## config.mk

```make
export PLATFORM = sky130hd
export DESIGN_NAME = seven_seg_scan_ctrl
export DESIGN_NICKNAME = d
export VERILOG_FILES = /design/src/rtl/seg_scan_pkg.sv /design/src/rtl/seg_scan_tick.sv /design/src/rtl/seven_seg_scan_ctrl.sv
export SDC_FILE = /design/constraint.sdc
export NUM_CORES = 1
export LEC_CHECK = 0
export ABC_CLOCK_PERIOD_IN_PS = 3300
export CORE_ASPECT_RATIO = 0.75
export CORE_UTILIZATION = 50
export DETAILED_ROUTE_END_ITERATION = 6
export PLACE_DENSITY = 0.69
export SYNTH_ARGS = -nofsm -noshare
export SYNTH_HDL_FRONTEND = slang
export SYNTH_SLANG_ARGS = --single-unit
```

## constraint.sdc

```tcl
create_clock -name clk -period 3.3 [get_ports clk]
set_clock_uncertainty 0.05 [all_clocks]
set_input_delay 0.66 -clock clk [delete_from_list [all_inputs] [get_ports clk]]
set_output_delay 0.66 -clock clk [all_outputs]
set_load 0.01 [all_outputs]
```

## src/rtl/seg_scan_pkg.sv

```systemverilog
`default_nettype none
// ============================================================================
// Module   : seg_scan_pkg
// Brief    : Shared types and helpers for the seven-segment scan controller.
// Revision : 1.0 - initial release
// ============================================================================
package seg_scan_pkg;

  typedef enum logic [0:0] {
    ST_GUARD = 1'b0,
    ST_DRIVE = 1'b1
  } scanState_t;

  localparam logic [3:0] BCD_MAX = 4'd9;

  // Counter/index width; never narrower than one bit.
  function automatic int widthOf(input int n);
    return (n > 2) ? $clog2(n) : 1;
  endfunction

endpackage
`default_nettype wire

```

## src/rtl/seg_scan_tick.sv

```systemverilog
`default_nettype none
// ============================================================================
// Module   : seg_scan_tick
// Brief    : Per-digit slot counter with last-guard-cycle and slot-end flags.
// Revision : 1.0 - initial release
// ============================================================================
module seg_scan_tick
  import seg_scan_pkg::*;
#(
  parameter int REFRESH_DIV = 100000,
  parameter int GUARD       = 2,
  parameter int CNT_W       = widthOf(REFRESH_DIV)
) (
  input  logic             clk,
  input  logic             rst,
  input  logic             i_en,
  output logic [CNT_W-1:0] o_cnt,
  output logic             o_guardDone,
  output logic             o_slotEnd
);

  localparam logic [CNT_W-1:0] c_cntLast   = CNT_W'(REFRESH_DIV - 1);
  localparam logic [CNT_W-1:0] c_guardLast = CNT_W'(GUARD - 1);
  localparam logic [CNT_W-1:0] c_cntOne    = CNT_W'(1);

  logic [CNT_W-1:0] r_cnt;
  logic             w_slotEnd;

  assign w_slotEnd = i_en && (r_cnt == c_cntLast);

  // Held at zero until enabled so the first running cycle starts slot 0 fresh.
  always_ff @(posedge clk) begin
    if (rst || !i_en || w_slotEnd) begin
      r_cnt <= '0;
    end else begin
      r_cnt <= r_cnt + c_cntOne;
    end
  end

  assign o_cnt       = r_cnt;
  assign o_slotEnd   = w_slotEnd;
  assign o_guardDone = i_en && (r_cnt == c_guardLast);

endmodule
`default_nettype wire

```

## src/rtl/seven_seg_scan_ctrl.sv

```systemverilog
`default_nettype none
// ============================================================================
// Module   : seven_seg_scan_ctrl
// Brief    : Multiplexed BCD display scanner with frame-aligned tear-free load.
// Revision : 1.0 - initial release
// ============================================================================
module seven_seg_scan_ctrl
  import seg_scan_pkg::*;
#(
  parameter int NUM_DIGITS    = 4,
  parameter int REFRESH_DIV   = 100000,
  parameter int GUARD         = 2,
  parameter bit AN_ACTIVE_LOW = 1'b1
) (
  input  logic                    clk,
  input  logic                    rst,
  input  logic                    load,
  input  logic [4*NUM_DIGITS-1:0] digits_in,
  input  logic                    blank_lz,
  output logic [3:0]              bcd,
  output logic                    dec_blank,
  output logic [NUM_DIGITS-1:0]   an,
  output logic                    frame_start,
  output logic                    pending
);

  localparam int CNT_W = widthOf(REFRESH_DIV);
  localparam int IDX_W = widthOf(NUM_DIGITS);

  localparam logic [IDX_W-1:0]      c_idxLast  = IDX_W'(NUM_DIGITS - 1);
  localparam logic [IDX_W-1:0]      c_idxOne   = IDX_W'(1);
  localparam logic [CNT_W-1:0]      c_guardCnt = CNT_W'(GUARD);
  localparam logic [NUM_DIGITS-1:0] c_anOff    = {NUM_DIGITS{AN_ACTIVE_LOW}};

  scanState_t              r_state;
  scanState_t              w_stateNext;
  logic                    r_started;
  logic [IDX_W-1:0]        r_idx;
  logic [IDX_W-1:0]        w_idxNext;
  logic [4*NUM_DIGITS-1:0] r_shadow;
  logic [4*NUM_DIGITS-1:0] r_active;
  logic [4*NUM_DIGITS-1:0] w_activeNext;
  logic                    r_pending;
  logic                    w_pendingNext;
  logic                    w_boundary;

  logic [CNT_W-1:0]        w_cnt;
  logic                    w_guardDone;
  logic                    w_slotEnd;

  logic [3:0]              w_dig [NUM_DIGITS];
  logic [NUM_DIGITS-1:0]   w_lzBlank;
  logic [NUM_DIGITS-1:0]   w_anHot;
  logic [3:0]              w_bcdNext;

  logic [NUM_DIGITS-1:0]   r_an;
  logic [3:0]              r_bcd;
  logic                    r_decBlank;
  logic                    r_frameStart;

  seg_scan_tick #(
    .REFRESH_DIV (REFRESH_DIV),
    .GUARD       (GUARD),
    .CNT_W       (CNT_W)
  ) u_tick (
    .clk         (clk),
    .rst         (rst),
    .i_en        (r_started),
    .o_cnt       (w_cnt),
    .o_guardDone (w_guardDone),
    .o_slotEnd   (w_slotEnd)
  );

  // The first running cycle after reset is itself a frame boundary.
  assign w_boundary = !r_started || (w_slotEnd && (r_idx == c_idxLast));

  always_ff @(posedge clk) begin
    if (rst) begin
      r_state <= ST_GUARD;
    end else begin
      r_state <= w_stateNext;
    end
  end

  always_comb begin : p_fsm
    w_stateNext = r_state;
    if (!r_started || w_slotEnd) begin
      w_stateNext = ST_GUARD;
    end else begin
      case (r_state)
        ST_GUARD: if (w_guardDone) w_stateNext = ST_DRIVE;
        ST_DRIVE: w_stateNext = ST_DRIVE;
        default:  w_stateNext = ST_GUARD;
      endcase
    end
  end

  always_comb begin : p_idx
    w_idxNext = r_idx;
    if (!r_started) begin
      w_idxNext = '0;
    end else if (w_slotEnd) begin
      w_idxNext = (r_idx == c_idxLast) ? '0 : r_idx + c_idxOne;
    end
  end

  // A load coinciding with the boundary bypasses the shadow entirely.
  always_comb begin : p_load
    w_activeNext  = r_active;
    w_pendingNext = r_pending;
    if (w_boundary) begin
      w_pendingNext = 1'b0;
      if (load) begin
        w_activeNext = digits_in;
      end else if (r_pending) begin
        w_activeNext = r_shadow;
      end
    end else if (load) begin
      w_pendingNext = 1'b1;
    end
  end

  for (genvar g = 0; g < NUM_DIGITS; g++) begin : g_digit
    assign w_dig[g] = w_activeNext[4*g +: 4];
  end

  always_comb begin : p_lz
    logic zeroAbove;
    zeroAbove = 1'b1;
    w_lzBlank = '0;
    for (int i = NUM_DIGITS - 1; i > 0; i--) begin
      zeroAbove    = zeroAbove && (w_dig[i] == 4'd0);
      w_lzBlank[i] = blank_lz && zeroAbove;
    end
  end

  assign w_bcdNext = w_dig[w_idxNext];

  always_comb begin : p_anHot
    w_anHot            = '0;
    w_anHot[w_idxNext] = 1'b1;
  end

  // Outputs are registered from next-state values so they line up with cnt/idx.
  always_ff @(posedge clk) begin
    if (rst) begin
      r_started    <= 1'b0;
      r_idx        <= '0;
      r_shadow     <= '0;
      r_active     <= '0;
      r_pending    <= 1'b0;
      r_an         <= c_anOff;
      r_bcd        <= 4'd0;
      r_decBlank   <= 1'b1;
      r_frameStart <= 1'b0;
    end else begin
      r_started    <= 1'b1;
      r_idx        <= w_idxNext;
      r_active     <= w_activeNext;
      r_pending    <= w_pendingNext;
      r_frameStart <= w_boundary;
      r_bcd        <= w_bcdNext;
      if (load) begin
        r_shadow <= digits_in;
      end
      if (w_stateNext == ST_DRIVE) begin
        r_an       <= w_anHot ^ c_anOff;
        r_decBlank <= (w_bcdNext > BCD_MAX) || w_lzBlank[w_idxNext];
      end else begin
        r_an       <= c_anOff;
        r_decBlank <= 1'b1;
      end
    end
  end

  a_stateTracksCnt: assert property (@(posedge clk) disable iff (rst)
    (r_state == ST_DRIVE) == (w_cnt >= c_guardCnt));

  assign an          = r_an;
  assign bcd         = r_bcd;
  assign dec_blank   = r_decBlank;
  assign frame_start = r_frameStart;
  assign pending     = r_pending;

endmodule
`default_nettype wire

```

==> results.json <==
{
  "status": "finished clean",
  "worst_ep_required_time_ns": 3.46,
  "cell_at_the_slowest_stage_of_the_critical_path": "or4_4",
  "timing.final.ws_setup_ns": 0.293,
  "clock_tree.htree_level_count": 3,
  "worst_pin_slew_ns": 0.790,
  "clk_root_buffer_cell": "clkbuf_8",
  "design.final.nets": 435,
  "dpl_cell_area_sq_um": 3570,
  "kind_of_launch_point_of_the_worst_setup_path": "flop",
  "register_bit_count_reported_by_yosys": 64,
  "final_number_of_max_transition_violations": 0,
  "rsz0062_at_grt": "no",
  "worstSkewPairLatency_ns": 0.34,
  "power_per_cell_area_nw_per_um2": 472,
  "path_cells": "or4_4 > nor4_4 > and3_1 > buf_4 > mux2i_1 > mux2_4 > mux2i_1 > a311oi_1 > o221ai_1",
  "via_per_inst": 5.83,
  "cp_slowest_stage_delay_ns": 0.56,
  "sequential_to_total_area_share_from_yosys_stat": 0.406,
  "chipWidth_um": 93.8,
  "globalRouteTotalUtil": 0.262,
  "coreArea_sq_um": 5950,
  "holdCritPathClass": "flop to flop",
  "drc": 0,
  "total_leakage_power_uw": 0.00143,
  "worstSetupEndpointType": "flop",
  "pre_cts_slack_ns": 0.324,
  "cts_num_sinks": 64,
  "share_of_final_layout_standard_cells_stronger_than_drive_strength_1": 0.0983,
  "synth_fp_nets": 402,
  "timing.critical_path.mode_cell": "mux2i_1",
  "vdd_drop_max_uv": 251,
  "drv_cap": 0,
  "fp-row-count": 24,
  "setup-violations-final": 0,
  "fillers": 527,
  "clkSlewWorstSetupHoldPaths_ns": 0.07,
  "synth_enable_flop_cells": 0,
  "synthDistinctLibCells": 43,
  "dieArea_sq_um": 6640,
  "finalHoldViolCount": 0,
  "dr.first_iter.drc_count": 205,
  "first_global_vias": 2705,
  "timing.reg2reg.worst_path_depth": 9,
  "totalNegativeSetupSlack_ns": 0,
  "insertedDiodeCount": 0,
  "number_of_buffers_added_by_the_clock_tree_synthesis_step": 9,
  "synth_top_flop_cell": "dfxtp_1",
  "grt_pass1_wl_mm": 13.3,
  "cts_max_path_buffers": 2,
  "tritoncts": "done",
  "finalInstanceArea_sq_um": 3790,
  "cp.arrival_ns": 3.17,
  "initial_utilization": 0.531,
  "place_hpwl_mm": 5.39,
  "post-route-period-util": 0.911,
  "chipHeight_um": 70.8,
  "grt_max_degree": 37,
  "achievable-frequency_mhz": 333,
  "global_route.overflow_total": 0,
  "fraction_of_synthesis_flops_using_an_asynchronous_set_or_reset_pin": 0,
  "gpl_wtd_cong": 0.842,
  "worst-setup-path-type": "flop to flop",
  "synth-warning-count": 0,
  "hold_buffers": 0,
  "route.vias.total": 2885,
  "syn-cell-area_sq_um": 3160,
  "average_cell_area_after_synthesis_sq_um": 8.34,
  "post_cts_buffers": 0,
  "syn_inst": 379,
  "max_slew_margin": 0.473,
  "cts.repair.resized": 0,
  "routed_wl_mm": 8.01,
  "ant_nets": 0,
  "ioPinCount": 31,
  "initial_antenna_violation_count": 0,
  "wl_per_cell_um": 16.2,
  "path_max_fanout": 11,
  "drtPass1Iterations": 5,
  "synthToLayoutAreaGrowth_pct": 20.1,
  "final_period_minus_worst_setup_slack_ns": 3.01,
  "min_delay_path_depth": 2,
  "port_buffers": 30
}
-- stage by stage --
| step | total power, uW | instances | util | hold WS (ns) |
|---|---|---|---|---|
| after global routing | 1870 | 495 | 0.638 | 0.461 |
| after floorplan | 968 | 379 | - | 0.391 |
| after detailed placement | 1050 | 479 | 0.601 | 0.429 |
| final | 1790 | 495 | 0.638 | 0.439 |
| after CTS | 1810 | 495 | 0.638 | 0.438 |
| after global placement | 1050 | 479 | 0.601 | 0.413 |
-- placed cells by master (no fill, tap or decap), drive strengths merged, types with 2 or more instances in the layout --
master          n
dfxtp          64
nor2           61
clkdlybuf4s50  30
nand2          28
a21oi          26
mux2i          26
o21ai          22
a22oi          18
buf            15
inv            12
clkbuf         11
nand3          10
nor2b           9
xor2            8
nand4           7
xnor2           7
and2            7
nor3            6
mux2            6
or3             5
a211oi          4
and3            4
o22ai           4
o211ai          3
ha              3
nor4            3
a41oi           2
clkinvlp        2
bufinv          2
-- flip-flops by register name, summed over array words and instances (netlist names), 2 cells and up --
signal / cells
u_tick.o_cnt: 17
r_active: 16
r_shadow: 16
an: 4
bcd: 4
r_idx: 2
-- layer usage --
layer	track usage	wire (um)	up-vias
met5	0	0	-
met4	0.0598	47	0
met3	0.0817	639	8
met2	0.380	3370	123
met1	0.380	3950	1358
li1	-	-	1396
-- synthesized netlist by cell type (2+ instances only) --
cell	instances	area, sq um
a211oi_1	4	30.0
a21oi_1	26	130
a22oi_1	18	135
a41oi_1	2	17.5
and2_1	5	31.3
and2_2	2	15.0
and3_1	4	25.0
buf_1	3	11.3
clkbuf_1	18	67.6
dfxtp_1	64	1280
ha_1	3	37.5
inv_1	12	45.0
mux2_2	4	45.0
mux2i_1	26	260
nand2_1	28	105
nand3_1	10	50.1
nand4_1	7	43.8
nor2_1	61	229
nor2b_1	9	56.3
nor3_1	6	30.0
nor4_1	2	12.5
o211ai_1	3	22.5
o21ai_0	22	110
o22ai_1	4	25.0
or3_1	5	31.3
xnor2_1	7	61.3
xor2_1	8	70.1
-- final timing paths --
path | endpoint | slack, ns | start
max | dec_blank | 0.29 | u_tick.o_cnt[11]
min | r_shadow[7] | 0.44 | r_shadow[7]
min reg2reg | r_shadow[7] | 0.44 | r_shadow[7]
max reg2reg | dec_blank | 0.29 | u_tick.o_cnt[11]
-- critical path: cells and delay by family, from the launching register on --
kind            cells  cell delay (ns)
compound gates      2             0.39
buf+inv             1             0.28
flops               1             0.34
mux                 3             0.60
simple gates        3             1.22
-- cell type report --
cell class / count / area, sq um / area share
clock buffer: 11 / 141 / 0.0373
clock inverter: 5 / 80.1 / 0.0211
inverter: 12 / 45.0 / 0.0119
multi-input combinational: 280 / 1740 / 0.457
sequential: 64 / 1280 / 0.338
tap: 78 / 97.6 / 0.0257
timing repair buffer: 45 / 413 / 0.109
-- logic make-up (layout without fill, tap and decap cells) --
logic type	Yosys count	after routing	synth area share
buffers and inverters	35	73	0.0451
adder cells (fa/ha/maj)	3	3	0.0119
multiplexers	33	33	0.113
AO/OA/AOI/OAI	85	85	0.165
XOR/XNOR	15	15	0.0416
AND/OR/NAND/NOR	144	144	0.217
flip-flops	64	64	0.406
-- power breakdown --
group	internal (uW)	switching (uW)	leakage (uW)
clock network	445	305	0.000106
logic	99.9	113	0.000800
registers	803	26.0	0.000523
total	1350	444	0.00143
Note: power is estimated with default switching activity, not from simulation.
